===== config.mk =====
export PLATFORM = sky130hd
export DESIGN_NAME = keypad_scan
export DESIGN_NICKNAME = d
export VERILOG_FILES = /design/src/rtl/keypad_scan.sv
export SDC_FILE = /design/constraint.sdc
export NUM_CORES = 1
export LEC_CHECK = 0
export ABC_AREA = 1
export ABC_CLOCK_PERIOD_IN_PS = 4900
export CAP_MARGIN = 5
export CORE_MARGIN = 3
export CORE_UTILIZATION = 40
export DETAILED_ROUTE_END_ITERATION = 16
export PLACE_DENSITY_LB_ADDON = 0.3
export RECOVER_POWER = 100
export SETUP_SLACK_MARGIN = 0.15
export SLEW_MARGIN = 20
export SYNTH_ARGS = -nofsm -noshare
export SYNTH_HDL_FRONTEND = slang
export SYNTH_SLANG_ARGS = --single-unit
export TNS_END_PERCENT = 30

===== constraint.sdc =====
create_clock -name clk -period 4.9 [get_ports clk]
set_input_delay 0.735 -clock clk [delete_from_list [all_inputs] [get_ports clk]]
set_output_delay 0.735 -clock clk [all_outputs]
set_load 0.01 [all_outputs]

===== src/rtl/keypad_scan.sv =====
// 4x4 matrix keypad scanner: strobes columns from a free-running divider,
// samples synchronized rows, debounces over whole scans, emits one code per press.
module keypad_scan #(
  parameter int unsigned SCAN_BITS      = 16,
  parameter int unsigned DEBOUNCE_SCANS = 4
) (
  input  logic       clk,
  input  logic       rst,
  input  logic [3:0] row_in,
  output logic [3:0] col_out,
  output logic [3:0] key_code,
  output logic       key_valid,
  output logic       key_down
);

  localparam int unsigned CNT_W = (DEBOUNCE_SCANS < 2) ? 1 : $clog2(DEBOUNCE_SCANS + 1);

  typedef enum logic [1:0] {
    S_IDLE,
    S_DEBOUNCE,
    S_HELD,
    S_RELEASE
  } state_t;

  logic [SCAN_BITS-1:0] r_div;
  logic [1:0]           r_col;
  logic [3:0]           r_sync1;
  logic [3:0]           r_rows_s;
  logic [1:0]           r_acc_cnt;
  logic [3:0]           r_acc_code;
  state_t               r_state;
  logic [CNT_W-1:0]     r_cnt;
  logic [3:0]           r_cand;

  logic                 w_tick;
  logic                 w_scan_end;
  logic [1:0]           w_col_nxt;
  logic [3:0]           w_hit;
  logic [2:0]           w_col_sum;
  logic [1:0]           w_col_num;
  logic [2:0]           w_tot;
  logic [1:0]           w_sum_cnt;
  logic [1:0]           w_first_row;
  logic [3:0]           w_col_code;
  logic [3:0]           w_sum_code;
  logic                 w_none;
  logic                 w_single;
  logic [CNT_W-1:0]     w_cnt_inc;
  logic                 w_cnt_done;

  state_t               w_state_nxt;
  logic [CNT_W-1:0]     w_cnt_nxt;
  logic [3:0]           w_cand_nxt;
  logic [3:0]           w_code_nxt;
  logic                 w_valid_nxt;
  logic                 w_down_nxt;

  assign w_tick     = &r_div;
  assign w_scan_end = w_tick && (r_col == 2'd3);
  assign w_col_nxt  = r_col + 2'd1;

  // Divider, column strobe and row synchronizer
  always_ff @(posedge clk) begin
    if (rst) begin
      r_div    <= '0;
      r_col    <= 2'd0;
      col_out  <= 4'b1110;
      r_sync1  <= 4'b1111;
      r_rows_s <= 4'b1111;
    end else begin
      r_div    <= r_div + SCAN_BITS'(1);
      r_sync1  <= row_in;
      r_rows_s <= r_sync1;
      if (w_tick) begin
        r_col   <= w_col_nxt;
        col_out <= ~(4'b0001 << w_col_nxt);
      end
    end
  end

  // Per-column hit count and first hit, merged into the running scan result
  assign w_hit     = ~r_rows_s;
  assign w_col_sum = 3'(w_hit[0]) + 3'(w_hit[1]) + 3'(w_hit[2]) + 3'(w_hit[3]);
  assign w_col_num = (w_col_sum > 3'd1) ? 2'd2 : w_col_sum[1:0];
  assign w_tot     = 3'(r_acc_cnt) + 3'(w_col_num);
  assign w_sum_cnt = (w_tot > 3'd1) ? 2'd2 : w_tot[1:0];

  always_comb begin
    w_first_row = 2'd0;
    if (w_hit[0])      w_first_row = 2'd0;
    else if (w_hit[1]) w_first_row = 2'd1;
    else if (w_hit[2]) w_first_row = 2'd2;
    else if (w_hit[3]) w_first_row = 2'd3;
  end

  assign w_col_code = {w_first_row, r_col};
  assign w_sum_code = (r_acc_cnt == 2'd0) ? w_col_code : r_acc_code;
  assign w_none     = (w_sum_cnt == 2'd0);
  assign w_single   = (w_sum_cnt == 2'd1);

  always_ff @(posedge clk) begin
    if (rst) begin
      r_acc_cnt  <= 2'd0;
      r_acc_code <= 4'd0;
    end else if (w_scan_end) begin
      r_acc_cnt  <= 2'd0;
      r_acc_code <= 4'd0;
    end else if (w_tick) begin
      r_acc_cnt  <= w_sum_cnt;
      r_acc_code <= w_sum_code;
    end
  end

  // Debounce FSM state and registered outputs
  always_ff @(posedge clk) begin
    if (rst) begin
      r_state   <= S_IDLE;
      r_cnt     <= '0;
      r_cand    <= 4'd0;
      key_code  <= 4'd0;
      key_valid <= 1'b0;
      key_down  <= 1'b0;
    end else begin
      r_state   <= w_state_nxt;
      r_cnt     <= w_cnt_nxt;
      r_cand    <= w_cand_nxt;
      key_code  <= w_code_nxt;
      key_valid <= w_valid_nxt;
      key_down  <= w_down_nxt;
    end
  end

  assign w_cnt_inc  = r_cnt + CNT_W'(1);
  assign w_cnt_done = (w_cnt_inc == CNT_W'(DEBOUNCE_SCANS));

  // Next-state logic; the FSM only moves on a scan end
  always_comb begin
    w_state_nxt = r_state;
    w_cnt_nxt   = r_cnt;
    w_cand_nxt  = r_cand;
    w_code_nxt  = key_code;
    w_valid_nxt = 1'b0;
    w_down_nxt  = key_down;
    if (w_scan_end) begin
      case (r_state)
        S_IDLE: begin
          if (w_single) begin
            if (DEBOUNCE_SCANS <= 1) begin
              w_state_nxt = S_HELD;
              w_code_nxt  = w_sum_code;
              w_valid_nxt = 1'b1;
              w_down_nxt  = 1'b1;
              w_cnt_nxt   = '0;
            end else begin
              w_state_nxt = S_DEBOUNCE;
              w_cand_nxt  = w_sum_code;
              w_cnt_nxt   = CNT_W'(1);
            end
          end
        end
        S_DEBOUNCE: begin
          if (w_single && (w_sum_code == r_cand)) begin
            if (w_cnt_done) begin
              w_state_nxt = S_HELD;
              w_code_nxt  = r_cand;
              w_valid_nxt = 1'b1;
              w_down_nxt  = 1'b1;
              w_cnt_nxt   = '0;
            end else begin
              w_cnt_nxt = w_cnt_inc;
            end
          end else begin
            w_state_nxt = S_IDLE;
            w_cnt_nxt   = '0;
          end
        end
        S_HELD: begin
          if (w_none) begin
            if (DEBOUNCE_SCANS <= 1) begin
              w_state_nxt = S_IDLE;
              w_down_nxt  = 1'b0;
              w_cnt_nxt   = '0;
            end else begin
              w_state_nxt = S_RELEASE;
              w_cnt_nxt   = CNT_W'(1);
            end
          end
        end
        S_RELEASE: begin
          if (w_none) begin
            if (w_cnt_done) begin
              w_state_nxt = S_IDLE;
              w_down_nxt  = 1'b0;
              w_cnt_nxt   = '0;
            end else begin
              w_cnt_nxt = w_cnt_inc;
            end
          end else begin
            w_state_nxt = S_HELD;
            w_cnt_nxt   = '0;
          end
        end
        default: begin
          w_state_nxt = S_IDLE;
          w_cnt_nxt   = '0;
        end
      endcase
    end
  end

endmodule


==> impl_metrics.json <==
{
  "clk_pin_slew_ns": 0.09,
  "ant_nets": 0,
  "fin_crit_sh_pct": 75.7,
  "dieHeight_um": 84.4,
  "setup_viol": 0,
  "worst_pin_slew_ns": 0.860,
  "io_buffers": 15,
  "fillers": 601,
  "cts.path.max_buffers": 2,
  "postCtsSetupBuffers": 0,
  "power_leakage_nw": 1.17,
  "num_vias": 2002,
  "die_w_um": 84.4,
  "grt_pass1_wl_mm": 7.85,
  "root_buffer": "clkbuf_8",
  "ys_warn_count": 0,
  "p_switching_uw": 171,
  "met1_length_mm": 2.08,
  "grt.overflow.total": 0,
  "first_global_vias": 1912,
  "drv_slew": 0,
  "max_clock_freq_mhz": 269,
  "worstSetupStartpointType": "flop",
  "slew_headroom_pct": 42.7,
  "cp_common_cell": "nand2_1",
  "cts_num_sinks": 51,
  "critPathRequiredTime_ns": 5.15,
  "syn_area_um2": 2460,
  "drc": 0,
  "mostFrequentLayoutCells": "nand2_1 (75), dfxtp_1 (51), inv_1 (45), nor2_1 (42), a21oi_1 (32)",
  "seq_area_frac_synth_pct": 41.5,
  "path_cells": "fa_1, inv_1, ha_1, inv_1, ha_1, nor3_1, ha_1, inv_1, fa_1, nand2_1, nor2_1, nand2_1, nor2_1, nand3_1, inv_1, nand2_1, nor2_1, nand2_1, nand2_1, nand2_1, nor2_1",
  "grt_max_degree": 28,
  "start_util_pct": 42.9,
  "antenna_cells": 0,
  "status": "completed",
  "hold_buffers": 0,
  "postSynthCellCount": 330,
  "setup_tns_ns": 0,
  "nets": 367,
  "hold_path_class": "flop to flop",
  "dpl.cell_count": 412,
  "p_per_area_nw_per_um2": 259,
  "arrival_ns": 3.96,
  "clock_latency_ns": 0.31,
  "drt_wl_total_mm": 4.42,
  "cts_tree": "built",
  "netSwitchingFraction_pct": 24.2,
  "utilization_pct": 47.5,
  "drive_gt1_share_pct": 6.90,
  "io_pins": 16,
  "viasPerCell": 4.77,
  "cp-end-kind": "flop",
  "die_area_um2": 7130,
  "area_growth_pct": 10.8,
  "h-tree-depth": 2,
  "route.met3.wl_um": 136,
  "clockPowerShare_pct": 34.2,
  "ctsResizeCount": 0,
  "critPathMaxFanout": 9,
  "skew_ns": 0.00511,
  "synth.distinct_cells": 29,
  "final_common_cell": "nand2_1",
  "synth.net_count": 350,
  "slowest_stage": "fa_1",
  "hold_viol_final": 0,
  "ys_ff_latch": 51,
  "rows": 27,
  "rsz0062_at_grt": "no",
  "period_needed_ns": 3.71,
  "critical_path.top_delay_family": "adder cells",
  "power_frac_seq_pct": 59.8,
  "numCtsBuffers": 5,
  "comb_power_share_pct": 6.1,
  "max-cap-violations": 0,
  "post-dp-hpwl_mm": 3.26,
  "cp_num_buf_inv": 4,
  "grt_usage_pct": 13.5,
  "dr_wl_met2_mm": 2.13,
  "ir_worst_vdd_mv": 0.134,
  "internal_power_uw": 536,
  "critPathKind": "flop to flop",
  "final_cell_count_no_fill": 420,
  "core_um2": 5740,
  "max_stage_delay_ns": 0.53,
  "syn_avg_cell_area_um2": 7.46,
  "top_layer": "met4",
  "gp_congestion": 0.793,
  "drt_iter0_markers": 79,
  "firstDrtPassIters": 4,
  "antenna_found_initial": 0,
  "post_drt_wl_per_cell_um": 10.5
}
power groups by stage:
stage                     Combinational (mW)  Clock, mW  Sequential, mW
after floorplan                       0.0334          0           0.432
after CTS                             0.0441      0.252           0.422
after global placement                0.0429          0           0.432
after global routing                  0.0506      0.265           0.423
final                                 0.0428      0.241           0.422
after detailed placement              0.0440          0           0.432
metrics by stage:
step	hold slack (ns)	power, mW	setup WS (ns)	instance area (µm²)
6_report	0.416	0.706	1.19	2730
5_1_grt	0.433	0.739	0.708	2730
4_1_cts	0.419	0.719	1.17	2770
3_5_place_dp	0.393	0.476	1.20	2680
3_3_place_gp	0.391	0.475	1.34	2680
2_1_floorplan	0.389	0.465	1.50	2460
flip-flops by register name, indices dropped and copies added (netlist names), 3 cells and up:
| signal | cells |
|---|---|
| col_out | 4 |
| key_code | 4 |
| r_acc_code | 4 |
| r_cand | 4 |
| r_cnt | 3 |
| r_div | 16 |
| r_rows_s | 4 |
| r_sync1 | 4 |
Yosys cell counts:
cell | instances | area, µm²
nor3_4 | 1 | 16.3
o21ai_0 | 21 | 105
nand4_4 | 1 | 21.3
nor2_8 | 1 | 20.0
nand3_1 | 14 | 70.1
buf_2 | 2 | 10.0
nor3_1 | 3 | 15.0
ha_1 | 12 | 150
dfxtp_1 | 51 | 1020
nor3_2 | 2 | 20.0
o21ai_1 | 2 | 10.0
fa_1 | 2 | 40.0
nand4_1 | 2 | 12.5
nand2_1 | 74 | 278
a211oi_2 | 1 | 12.5
a21oi_1 | 32 | 160
or2_2 | 9 | 56.3
o21bai_1 | 1 | 7.51
nand2_4 | 2 | 22.5
nand4_2 | 1 | 12.5
nand3_2 | 1 | 10.0
clkbuf_1 | 3 | 11.3
inv_1 | 45 | 169
xnor2_1 | 1 | 8.76
o21a_1 | 1 | 7.51
buf_4 | 1 | 7.51
nor2_4 | 2 | 22.5
o311a_1 | 1 | 10.0
nor2_1 | 41 | 154
path summary, 6_finish.rpt:
kind	from	end	slack [ns]	cells after the start
setup reg to reg	r_rows_s[0]	key_code[3]	1.19	21
hold reg to reg	r_sync1[1]	r_rows_s[1]	0.42	1
setup / recovery	r_rows_s[0]	key_code[3]	1.19	21
hold / removal	r_sync1[1]	r_rows_s[1]	0.42	1
per-layer routing:
metal,track usage [%],vias up
li1,-,1080
met1,15.7,899
met5,0,-
met3,3.93,6
met2,23.7,17
met4,4.46,0
layout make-up:
class | instances | area, µm² | area share, %
clock buffer | 5 | 68.8 | 2.52
clock inverter | 3 | 20.0 | 0.734
inverter | 45 | 169 | 6.19
multi-input combinational | 228 | 1200 | 44.2
sequential | 51 | 1020 | 37.4
tap | 72 | 90.1 | 3.30
timing repair buffer | 16 | 154 | 5.64
kinds of logic after synthesis:
kind of cell	after synthesis	share of synthesized area, %
buf+inv	51	8.03
simple gates	154	29.7
xor+xnor	1	0.356
flops	51	41.5
compound gates	59	12.7
fa+ha+maj	14	7.73
(Power assumes the default switching activity.)
==> variant, RTL diff (config.mk and constraints unchanged) <==
Remove the register `key_valid`: a continuous assignment takes its place, so the output `key_valid` follows one clock earlier.
--- a/src/rtl/keypad_scan.sv
+++ b/src/rtl/keypad_scan.sv
@@ -118,17 +118,17 @@
       r_cnt     <= '0;
       r_cand    <= 4'd0;
       key_code  <= 4'd0;
-      key_valid <= 1'b0;
       key_down  <= 1'b0;
     end else begin
       r_state   <= w_state_nxt;
       r_cnt     <= w_cnt_nxt;
       r_cand    <= w_cand_nxt;
       key_code  <= w_code_nxt;
-      key_valid <= w_valid_nxt;
       key_down  <= w_down_nxt;
     end
   end
+
+  assign key_valid = w_valid_nxt;
 
   assign w_cnt_inc  = r_cnt + CNT_W'(1);
   assign w_cnt_done = (w_cnt_inc == CNT_W'(DEBOUNCE_SCANS));
Check against the original RTL: no difference found for any inputs over 10 cycles, from zero or initial values and one cycle with rst high; that may be too few to reach the edited logic, so the function may still have changed.
==> variant against the unedited design <==
Sequential power fell by 2%; final area rose by 4.7%; critical endpoint is now key_valid; sequential cell count fell by 1; synthesized cell count rose by 0.91%; synthesized area rose by 2.9%; power rose by 7.1%; largest cell class unchanged; worst setup slack got worse by 710 ps; routed wire length rose by 6.3%; global-route usage rose by 0.61 points; clock power rose by 19%.
==> variant: results (changes against the unedited design) <==
* Non-clock buffer count at 18 (was 16)
* DRT iter0 DRCs at 67 (was 79)
* Hold Crit Class: reg -> reg (unchanged)
* Placed cell area at 0.00276 sq mm (was 0.00268 sq mm)
* Synth Area in XOR/XNOR at 0.00691 (was 0.00356)
* Status: complete, no violations (unchanged)
* Fmax at 226 MHz (was 269 MHz)
* Commonest cells in the netlist: nand2_1, dfxtp_1, inv_1 (unchanged)
* Routed wl met2 at 2.32 mm (was 2.13 mm)
* Pint at 0.586 mW (was 0.536 mW)
* Synth top area share at 0.395 (was 0.415)
* Final net count at 372 (was 367)
* Vias in the first global route at 1945 (was 1912)
* Worst R2R End: r_state[0] (was key_code[3])
* Synthesized flop and latch total at 50 (was 51)
* First-pass GRT wire length at 8.46 mm (was 7.85 mm)
* Cell row count at 28 (was 27)
* Via count at 2056 (was 2002)
* Sequential Area at 0.00100 sq mm (was 0.00102 sq mm)
* Slew margin rel. at 0.245 (was 0.427)
* Non-clk invs at 43 (was 45)
* Post-CTS Setup Inserts at 0 (unchanged)
* Static leakage at 1.18 nW (was 1.17 nW)
* Sequential cell area share at 0.351 (was 0.374)
* Synth Area in Compound Gates at 0.107 (was 0.127)
* VDD IR max at 0.000191 V (was 0.000134 V)
* Post-synthesis sequential area ratio at 0.395 (was 0.415)
* Path depth of the worst reg2reg path at 20 (was 21)
* Placement Setup Slack at 151 ps (was 1200 ps)
* Crit path capture: key_valid (was key_code[3])
* Largest driver fanout on the critical path at 4 (was 9)
* HP Start: r_sync1[0] (was r_sync1[1])
* Worst hold margin at 415 ps (was 416 ps)
* Post-route clock skew at 1.92 ps (was 5.11 ps)
* Multi-input gate count at 234 (was 228)
* Vias/cell at 4.80 (was 4.77)
* M1 GR Usage at 0.168 (was 0.157)
* Final-layout non-clock buffer area share at 0.0574 (was 0.0564)
* CTS buffer count at 5 (unchanged)
* Critical path arrival at 3680 ps (was 3960 ps)
* Final GP Congestion at 0.808 (was 0.793)
* Hold path cells at 1 (unchanged)
* Hold Path End: r_rows_s[0] (was r_rows_s[1])
* Fill count at 620 (was 601)
* Met3 WL at 166 um (was 136 um)
* Layout cell share with drive strength beyond 1 at 0.136 (was 0.0690)
* Slowest stage delay, CP at 550 ps (was 530 ps)
* Top cells by area, synth: dfxtp_1, nand2_1, a21oi_1 (was dfxtp_1, nand2_1, inv_1)
* Unique masters post-synth at 32 (was 29)
* Adder-Cell Fraction of Synth Area at 0.0751 (was 0.0773)
* Clk cell area share at 0.0385 (was 0.0326)
* GR Util met2 at 0.249 (was 0.237)
* CTS resizes at 2 (was 0)
* Wire per inst at 11.0 um (was 10.5 um)
* Mean Syn Cell Area at 7.61 sq um (was 7.46 sq um)
* Met3 global-route usage at 0.0327 (was 0.0393)
* DRT met1 WL at 2.15 mm (was 2.08 mm)
-- variant: cell types whose count changed after synthesis, sizes merged, moves of 2 or more --
cell | before | now
o21ai | 23 | 15
nand4 | 4 | 10
a21oi | 32 | 35
inv | 45 | 42
nand3b | 0 | 2
-- variant: logic make-up (layout without fill, tap and decap cells) --
group	count (synthesis)	count (layout)
flip-flops	50	50
AO/OA/AOI/OAI	53	53
XOR/XNOR	2	2
AND/OR/NAND/NOR	165	165
adder cells (fa/ha/maj)	14	14
buffers and inverters	49	69
-- variant: power groups by stage --
| stage | Sequential (mW) | Combinational [mW] | Clock, mW |
|---|---|---|---|
| after global routing | 0.415 | 0.0647 | 0.309 |
| after global placement | 0.424 | 0.0523 | 0 |
| after CTS | 0.414 | 0.0539 | 0.296 |
| after detailed placement | 0.424 | 0.0531 | 0 |
| final | 0.414 | 0.0555 | 0.286 |
| after floorplan | 0.423 | 0.0400 | 0 |
